==> src/rtl/alu_pkg.sv <==
// Shared constants for the ALU command driver: op codes, widths, FSM states.
package alu_pkg;

    localparam int DATA_W = 32;
    localparam int OP_W   = 3;

    localparam logic [OP_W-1:0] OP_AND = 3'b000;
    localparam logic [OP_W-1:0] OP_OR  = 3'b001;
    localparam logic [OP_W-1:0] OP_ADD = 3'b010;
    localparam logic [OP_W-1:0] OP_XOR = 3'b011;
    localparam logic [OP_W-1:0] OP_NOR = 3'b100;
    localparam logic [OP_W-1:0] OP_SRL = 3'b101;
    localparam logic [OP_W-1:0] OP_SUB = 3'b110;
    localparam logic [OP_W-1:0] OP_SLT = 3'b111;

    typedef enum logic [1:0] {
        ST_IDLE,
        ST_ISSUE,
        ST_CAPTURE,
        ST_RESP
    } state_t;

endpackage

==> src/rtl/alu_cmd_fifo.sv <==
// Command FIFO; full/empty come from read/write pointers with one extra wrap bit.
module alu_cmd_fifo #(
    parameter int DEPTH = 4,
    parameter int W     = 8
) (
    input  logic         clk,
    input  logic         rst_n,
    input  logic         push,
    input  logic [W-1:0] wdata,
    input  logic         pop,
    output logic [W-1:0] rdata,
    output logic         full,
    output logic         empty
);

    localparam int AW = $clog2(DEPTH);

    logic [AW:0]  wr_ptr;
    logic [AW:0]  rd_ptr;
    logic [W-1:0] mem [DEPTH];

    assign empty = (wr_ptr == rd_ptr);
    assign full  = (wr_ptr[AW] != rd_ptr[AW]) &&
                   (wr_ptr[AW-1:0] == rd_ptr[AW-1:0]);
    assign rdata = mem[rd_ptr[AW-1:0]];

    always_ff @(posedge clk or negedge rst_n) begin
        if (!rst_n) begin
            wr_ptr <= '0;
            rd_ptr <= '0;
        end else begin
            if (push && !full)
                wr_ptr <= wr_ptr + (AW+1)'(1);
            if (pop && !empty)
                rd_ptr <= rd_ptr + (AW+1)'(1);
        end
    end

    // Storage needs no reset: entries are only read once written.
    always_ff @(posedge clk) begin
        if (push && !full)
            mem[wr_ptr[AW-1:0]] <= wdata;
    end

endmodule

==> src/rtl/alu_cmd_driver.sv <==
// Queues ALU commands, drives them one at a time onto the ALU and
// returns the registered result with its tag on a valid/ready channel.
module alu_cmd_driver
    import alu_pkg::*;
#(
    parameter int DEPTH = 4,
    parameter int TAG_W = 4,
    parameter int CNT_W = 16
) (
    input  logic              clk,
    input  logic              rst_n,
    input  logic              cmd_valid,
    output logic              cmd_ready,
    input  logic [OP_W-1:0]   cmd_op,
    input  logic [DATA_W-1:0] cmd_a,
    input  logic [DATA_W-1:0] cmd_b,
    input  logic [TAG_W-1:0]  cmd_tag,
    output logic [DATA_W-1:0] alu_a,
    output logic [DATA_W-1:0] alu_b,
    output logic [OP_W-1:0]   alu_op,
    input  logic [DATA_W-1:0] alu_res,
    input  logic              alu_zero,
    output logic              rsp_valid,
    input  logic              rsp_ready,
    output logic [DATA_W-1:0] rsp_res,
    output logic              rsp_zero,
    output logic [TAG_W-1:0]  rsp_tag,
    output logic              busy,
    output logic [CNT_W-1:0]  done_cnt
);

    localparam int W = OP_W + 2*DATA_W + TAG_W;

    state_t             state;
    logic [W-1:0]       fifo_wdata;
    logic [W-1:0]       fifo_rdata;
    logic               full;
    logic               empty;
    logic               pop;
    logic [OP_W-1:0]    head_op;
    logic [DATA_W-1:0]  head_a;
    logic [DATA_W-1:0]  head_b;
    logic [TAG_W-1:0]   head_tag;
    logic [TAG_W-1:0]   cur_tag;

    assign cmd_ready  = !full;
    assign fifo_wdata = {cmd_op, cmd_a, cmd_b, cmd_tag};
    assign {head_op, head_a, head_b, head_tag} = fifo_rdata;
    assign pop  = (state == ST_ISSUE);
    assign busy = (state != ST_IDLE) || !empty;

    alu_cmd_fifo #(
        .DEPTH (DEPTH),
        .W     (W)
    ) u_fifo (
        .clk   (clk),
        .rst_n (rst_n),
        .push  (cmd_valid && cmd_ready),
        .wdata (fifo_wdata),
        .pop   (pop),
        .rdata (fifo_rdata),
        .full  (full),
        .empty (empty)
    );

    always_ff @(posedge clk or negedge rst_n) begin
        if (!rst_n) begin
            state     <= ST_IDLE;
            alu_a     <= '0;
            alu_b     <= '0;
            alu_op    <= '0;
            cur_tag   <= '0;
            rsp_valid <= 1'b0;
            rsp_res   <= '0;
            rsp_zero  <= 1'b0;
            rsp_tag   <= '0;
            done_cnt  <= '0;
        end else begin
            unique case (state)
                ST_IDLE: begin
                    if (!empty)
                        state <= ST_ISSUE;
                end
                ST_ISSUE: begin
                    alu_a   <= head_a;
                    alu_b   <= head_b;
                    alu_op  <= head_op;
                    cur_tag <= head_tag;
                    state   <= ST_CAPTURE;
                end
                // ALU is combinational: its result settles within one cycle.
                ST_CAPTURE: begin
                    rsp_res   <= alu_res;
                    rsp_zero  <= alu_zero;
                    rsp_tag   <= cur_tag;
                    rsp_valid <= 1'b1;
                    state     <= ST_RESP;
                end
                ST_RESP: begin
                    if (rsp_ready) begin
                        rsp_valid <= 1'b0;
                        done_cnt  <= done_cnt + CNT_W'(1);
                        state     <= empty ? ST_IDLE : ST_ISSUE;
                    end
                end
                default: state <= ST_IDLE;
            endcase
        end
    end

endmodule
==> config.mk <==
export PLATFORM = sky130hd
export DESIGN_NAME = alu_cmd_driver
export DESIGN_NICKNAME = d
export VERILOG_FILES = /design/src/rtl/alu_pkg.sv /design/src/rtl/alu_cmd_fifo.sv /design/src/rtl/alu_cmd_driver.sv
export SDC_FILE = /design/constraint.sdc
export NUM_CORES = 1
export LEC_CHECK = 0
export CAP_MARGIN = 20
export CORE_ASPECT_RATIO = 0.7
export CORE_MARGIN = 5
export CORE_UTILIZATION = 30
export CTS_BUF_LIST = sky130_fd_sc_hd__clkbuf_2 sky130_fd_sc_hd__clkbuf_4 sky130_fd_sc_hd__clkbuf_8
export DETAILED_ROUTE_END_ITERATION = 10
export HOLD_SLACK_MARGIN = 0.06
export PLACE_DENSITY = 0.6
export SYNTH_ARGS = -nofsm -noshare
export SYNTH_HDL_FRONTEND = slang
export SYNTH_HIERARCHICAL = 1
export SYNTH_SLANG_ARGS = --single-unit
export TNS_END_PERCENT = 50
==> constraint.sdc <==
create_clock -name clk -period 4.6 [get_ports clk]
set_input_delay 0.46 -clock clk [delete_from_list [all_inputs] [get_ports clk]]
set_output_delay 0.46 -clock clk [all_outputs]
set_load 0.01 [all_outputs]
Word-level counts from Yosys, hierarchy flattened. Memory sizes are Yosys's and may differ from the RTL's. A register that Yosys moved wholly into a read port is not among the register bits. Index checks and enable logic that the tools add are counted. Widths: inputs -> output; s select.

Register bits: 62. Bits in writable memories: 284. Input port bits: 108. Word-level logic and storage cells: 42. Memories kept: 1.

Memory list: u_fifo.mem (words 4, bits a word 71, read ports 1, clocked after Yosys merged registers in 1, wr ports 1, RTL line alu_cmd_fifo.sv:20) `logic [W-1:0] mem [DEPTH];`.

$add $sub $neg: 3. Equal/unequal tests: 8. Muxes and demuxes: 8. Reduce and logical (&&, ||, !) cells: 14.

Operators by type and width (count): $add 16x1->16 const B (1); $pmux 2 s4 (1); $add 3x1->3 const B (2); $reduce_and 2->1 (3); $eq 2x2->1 const B (2); $logic_and 1x1->1 (4); $mux 1 (4); $mux 2 (2); $ne 2x2->1 const B (2); $reduce_bool 2->1 (2); $eq 3x3->1 (1); $logic_not 1->1 (3); $eq 2x1->1 const B (1); $eq 2x2->1 (1); $logic_not 2->1 (1); $pmux 1 s2 (1); $logic_or 1x1->1 (1); $ne 1x1->1 (1).

Depth between registers and ports, before layout.
Word-level depth: 7. Gate-level depth with buffers: 8. Depth with buffers taken out: 7.

Hierarchy. Netlist, hierarchy kept.

Modules (own cells, without submodules): alu_cmd_fifo (times used 1, cells an instance 419, area an instance 10721.5 µm², seq. area each 8678.3 µm²); alu_cmd_driver (times used 1, cells an instance 310, area an instance 4893.4 µm², seq. area each 3178.0 µm²).

Least setup slack after synthesis. No wires, ideal clock.

Path type: register to register. From: reg u_fifo.rd_ptr[0]. To: mem u_fifo/mem[0][0] (netlist name) (enable). Setup time: 0.437 ns. Arrival time: 2.940 ns. Required time: 4.163 ns. Setup slack: 1.223 ns. Stages on the path, launching flop included: 7. Path buffers: 1. Clock period less this slack: 3.377 ns. Cells stage by stage: dfrtp_1 -> buf_4 -> xnor2_2 -> nand3_2 -> inv_1 -> nor2b_1 -> and3_1.

Word-level cells in the longest chain between the ends: 7.

Ends and longest elaborated chain: start: declaration (RTL line alu_cmd_fifo.sv:19) `logic [AW:0] rd_ptr;`; start signal: assignment (RTL line alu_cmd_fifo.sv:35) `rd_ptr <= rd_ptr + (AW+1)'(1);`; $eq 2x2->1 * (RTL line alu_cmd_fifo.sv:24) `(wr_ptr[AW-1:0] == rd_ptr[AW-1:0]);`; $logic_and 1x1->1 * (RTL line alu_cmd_fifo.sv:23) `assign full = (wr_ptr[AW] != rd_ptr[AW]) &&`; named net full (RTL line alu_cmd_driver.sv:37) `logic full;`; $logic_not 1->1 * (RTL line alu_cmd_fifo.sv:41, alu_cmd_driver.sv:46); $logic_and 1x1->1 (RTL line alu_cmd_driver.sv:58) `.push (cmd_valid && cmd_ready),`; $logic_and 1x1->1 * (RTL line alu_cmd_fifo.sv:41) `if (push && !full)`; $mux 1 * (RTL line alu_cmd_fifo.sv:41); $mux 1 (not written as such) * (RTL line alu_cmd_fifo.sv:42) `mem[wr_ptr[AW-1:0]] <= wdata;`; end: declaration (RTL line alu_cmd_fifo.sv:20).

Mark *: on every way through the listed nets, which the timed path passes. The rest lies on a longest branch.

Worst setup path after layout.
From: reg u_fifo.rd_ptr[0]. To: out busy.

Word-level cells in the longest chain between the ends: 3.

Ends and longest elaborated chain: $eq 3x3->1 (RTL line alu_cmd_fifo.sv:22) `assign empty = (wr_ptr == rd_ptr);`; named net empty (RTL line alu_cmd_driver.sv:38) `logic empty;`; $logic_not 1->1 (RTL line alu_cmd_driver.sv:50) `assign busy = (state != ST_IDLE) || !empty;`; $logic_or 1x1->1 (RTL line alu_cmd_driver.sv:50); end: declaration (RTL line alu_cmd_driver.sv:28) `output logic busy,`.

The timed path passes the listed nets, and every way through them passes these cells.

==> metrics.csv <==
metric,value,unit
grt_pass1_wl,53.7,mm
hpwlAfterDp,21.4,mm
die_x,283,µm
ir_drop,303,µV
nets,1134,
crit_end,busy,
postRouteAntennaNets,0,
root_buffer,clkbuf_8,
grt_max_degree,64,
seqPwrFrac,42.6,%
cts.repair.resized,0,
track_usage,12.5,%
syn_nets,848,
n_fill_cell,4704,
remaining_drc_errors,0,
placed_area,0.0188,mm²
antenna_found_initial,1,
cts_hold_buf,1,
slew_viol_final,0,
setup_violations,0,
multiInputGateArea,0.00359,mm²
routed_wl,35.2,mm
tns,0,ns
rsz0062_at_grt,no,
crit_chain,"buf_4, xor2_2, nor3_1, nand2_1, clkdlybuf4s50_1",
via_count,7924,
path_clk_slew,0.06,ns
max_freq,0.300,GHz
io_pins,231,
hp-class,input pin to async pin,
r2r_end,u_fifo/mem[0][27],
p_leak,7.06,nW
fp-row-count,70,
regArea,0.0119,mm²
slowest_stage,buf_4,
overflow,0,
p_switching,0.00397,W
r2r-start,u_fifo/rd_ptr[1],
fin_worst_skew,0.0271,ns
die_h,201,µm
place.gp.congestion,0.705,
syn_inst,729,
cts_tree,done,
cts_setup_buffers,0,
fin_area,0.0202,mm²
initial_utilization,30.1,%
endpoint_kind,primary output,
avgSynthCellArea,21.4,µm²
syn-cell-area,0.0156,mm²
core,0.0518,mm²
reg2reg_slack,1.29,ns
yosys.cell_types.count,34,
diodes,0,
die-area,0.0568,mm²
syn2layout_area_growth,29.4,%
period_share,72.4,%
grt_pass1_vias,8657,
h-tree-depth,3,
clockPowerShare,25.0,%
detail_route.iter0.violations,467,
power.internal,0.00962,W
worst_slew_pin_slew,1.01,ns
startpoint,u_fifo/rd_ptr[0],
power_density,673,mW/mm²
critical-path-max-stage-delay,0.55,ns
avgRoutedWirePerCell,20.1,µm
clk_path_buf_depth,3,
post-route-min-period,3.33,ns
swShare,29.2,%
clock_sink_count,417,
total_power,0.0136,W
viasPerCell,4.53,
yosysWarnings,6,
cap_viol_max_count,0,
crit_fanout,31,
path_class,flop to primary output,
ys_seq_area_share,75.9,%
clkLatencyLatePin,0.61,ns
port-buffer-count,230,
relSlewSlack,32.8,%
drive_gt1_share,30.3,%
status,completed,
r2r_cells,6,
cp-start-kind,flop,
arrival,2.87,ns
crit_required,4.14,ns
hold_viol_final,0,
first_pass_iters,5,
ys_ff_latch,417,
combPwrFrac,32.4,%
cts-buffers-inserted,68,
-- metrics by stage --
step,worst slack [ns],cells,util (%),hold WS [ns]
2_1_floorplan,1.22,729,-,0.164
3_3_place_gp,1.31,1628,36.2,0.462
3_5_place_dp,1.24,1628,36.2,0.474
4_1_cts,1.10,1751,39.0,0.390
5_1_grt,0.960,1751,39.0,0.413
6_report,1.27,1751,39.0,0.459
-- layer usage --
metal	wire length (µm)	GRT usage [%]	vias up
met5	20	0	-
met1	15700	16.9	4160
met2	16900	19.9	220
met3	1830	3.19	67
li1	-	-	3475
met4	800	3.98	2
-- area by class of cell --
type / instances / share of cell area [%]
Inverter: 11 / 0.204
Clock inverter: 27 / 1.25
Tap cell: 684 / 4.23
Clock buffer: 95 / 5.85
Timing Repair Buffer: 244 / 12.0
Multi-Input combinational cell: 273 / 17.8
Sequential cell: 417 / 58.7
-- synthesized netlist by cell type, drive strengths merged --
| library cell | n | area share (%) |
|---|---|---|
| o22ai | 1 | 0.040 |
| inv | 11 | 0.26 |
| nand3 | 10 | 0.35 |
| o21ai | 1 | 0.032 |
| a211oi | 2 | 0.13 |
| a21boi | 1 | 0.048 |
| xnor2 | 19 | 1.1 |
| mux2 | 110 | 7.9 |
| and4 | 1 | 0.056 |
| nor2 | 8 | 0.24 |
| nand4 | 3 | 0.16 |
| edfxtp | 284 | 55 |
| dfrtp | 133 | 21 |
| and3 | 4 | 0.16 |
| mux4 | 71 | 10 |
| nor2b | 1 | 0.040 |
| buf | 28 | 1.0 |
| nand2 | 8 | 0.19 |
| ha | 11 | 0.88 |
| a31oi | 1 | 0.14 |
| xor2 | 5 | 0.38 |
| nor3 | 3 | 0.13 |
| a21oi | 4 | 0.13 |
| o31ai | 7 | 0.34 |
| nand2b | 2 | 0.080 |
-- cells by family after synthesis --
logic type | count (synthesis) | synth area share (%)
flip-flops | 417 | 75.9
multiplexers | 181 | 18.2
AND/OR/NAND/NOR | 40 | 1.41
buffers and inverters | 39 | 1.27
XOR/XNOR | 24 | 1.49
AO/OA/AOI/OAI | 17 | 0.849
adder cells (fa/ha/maj) | 11 | 0.881
-- power groups by stage --
stage                     Clock [W]  Combinational (W)  Sequential (W)
after floorplan                   0            0.00241         0.00595
after global placement            0            0.00447         0.00584
after CTS                   0.00354            0.00453         0.00581
after global routing        0.00371            0.00476         0.00592
final                       0.00340            0.00441         0.00579
after detailed placement          0            0.00451         0.00587
-- state kept, by name, summed over array words and instances (netlist names), 4 cells and up --
| signal | flops |
|---|---|
| rsp_res | 32 |
| alu_a | 32 |
| alu_b | 32 |
| cur_tag | 4 |
| done_cnt | 16 |
| u_fifo/mem | 284 |
| rsp_tag | 4 |
-- layout by cell type, fill, tap and decap left out, types with 2 or more instances in the layout --
cell type	n
and3_4	3
inv_1	11
clkinvlp_4	2
clkdlybuf4s50_1	229
nand4_1	2
xnor2_1	18
xor2_1	3
nor3_1	2
clkbuf_4	20
mux2_2	110
clkinv_1	10
buf_4	12
clkbuf_8	75
edfxtp_1	284
nand3_1	9
dfrtp_1	131
o31ai_1	7
clkinv_2	10
bufinv_16	5
nand2_1	8
xor2_2	2
nor2_1	7
a21oi_1	4
nand2b_1	2
mux4_2	71
dfrtp_4	2
ha_1	9
-- worst max-delay path: cells and delay by family, from the launching register on --
family,cells,cell delay [ns]
simple gates,2,0.52
buf+inv,2,1.07
xor+xnor,1,0.24
flops,1,0.42
-- worst min-delay path by stage --
| stage | slack [ns] | end | from |
|---|---|---|---|
| floorplan | 0.16 | alu_a[0] | rst_n |
| global placement | 0.46 | done_cnt[15] | done_cnt[15] |
| detailed placement | 0.47 | done_cnt[15] | done_cnt[15] |
| CTS | 0.39 | rsp_res[17] | alu_res[17] |
| global route | 0.41 | rsp_res[16] | alu_res[16] |
| finish | 0.46 | alu_b[5] | rst_n |
No activity file was read; power rests on OpenSTA's default activity.
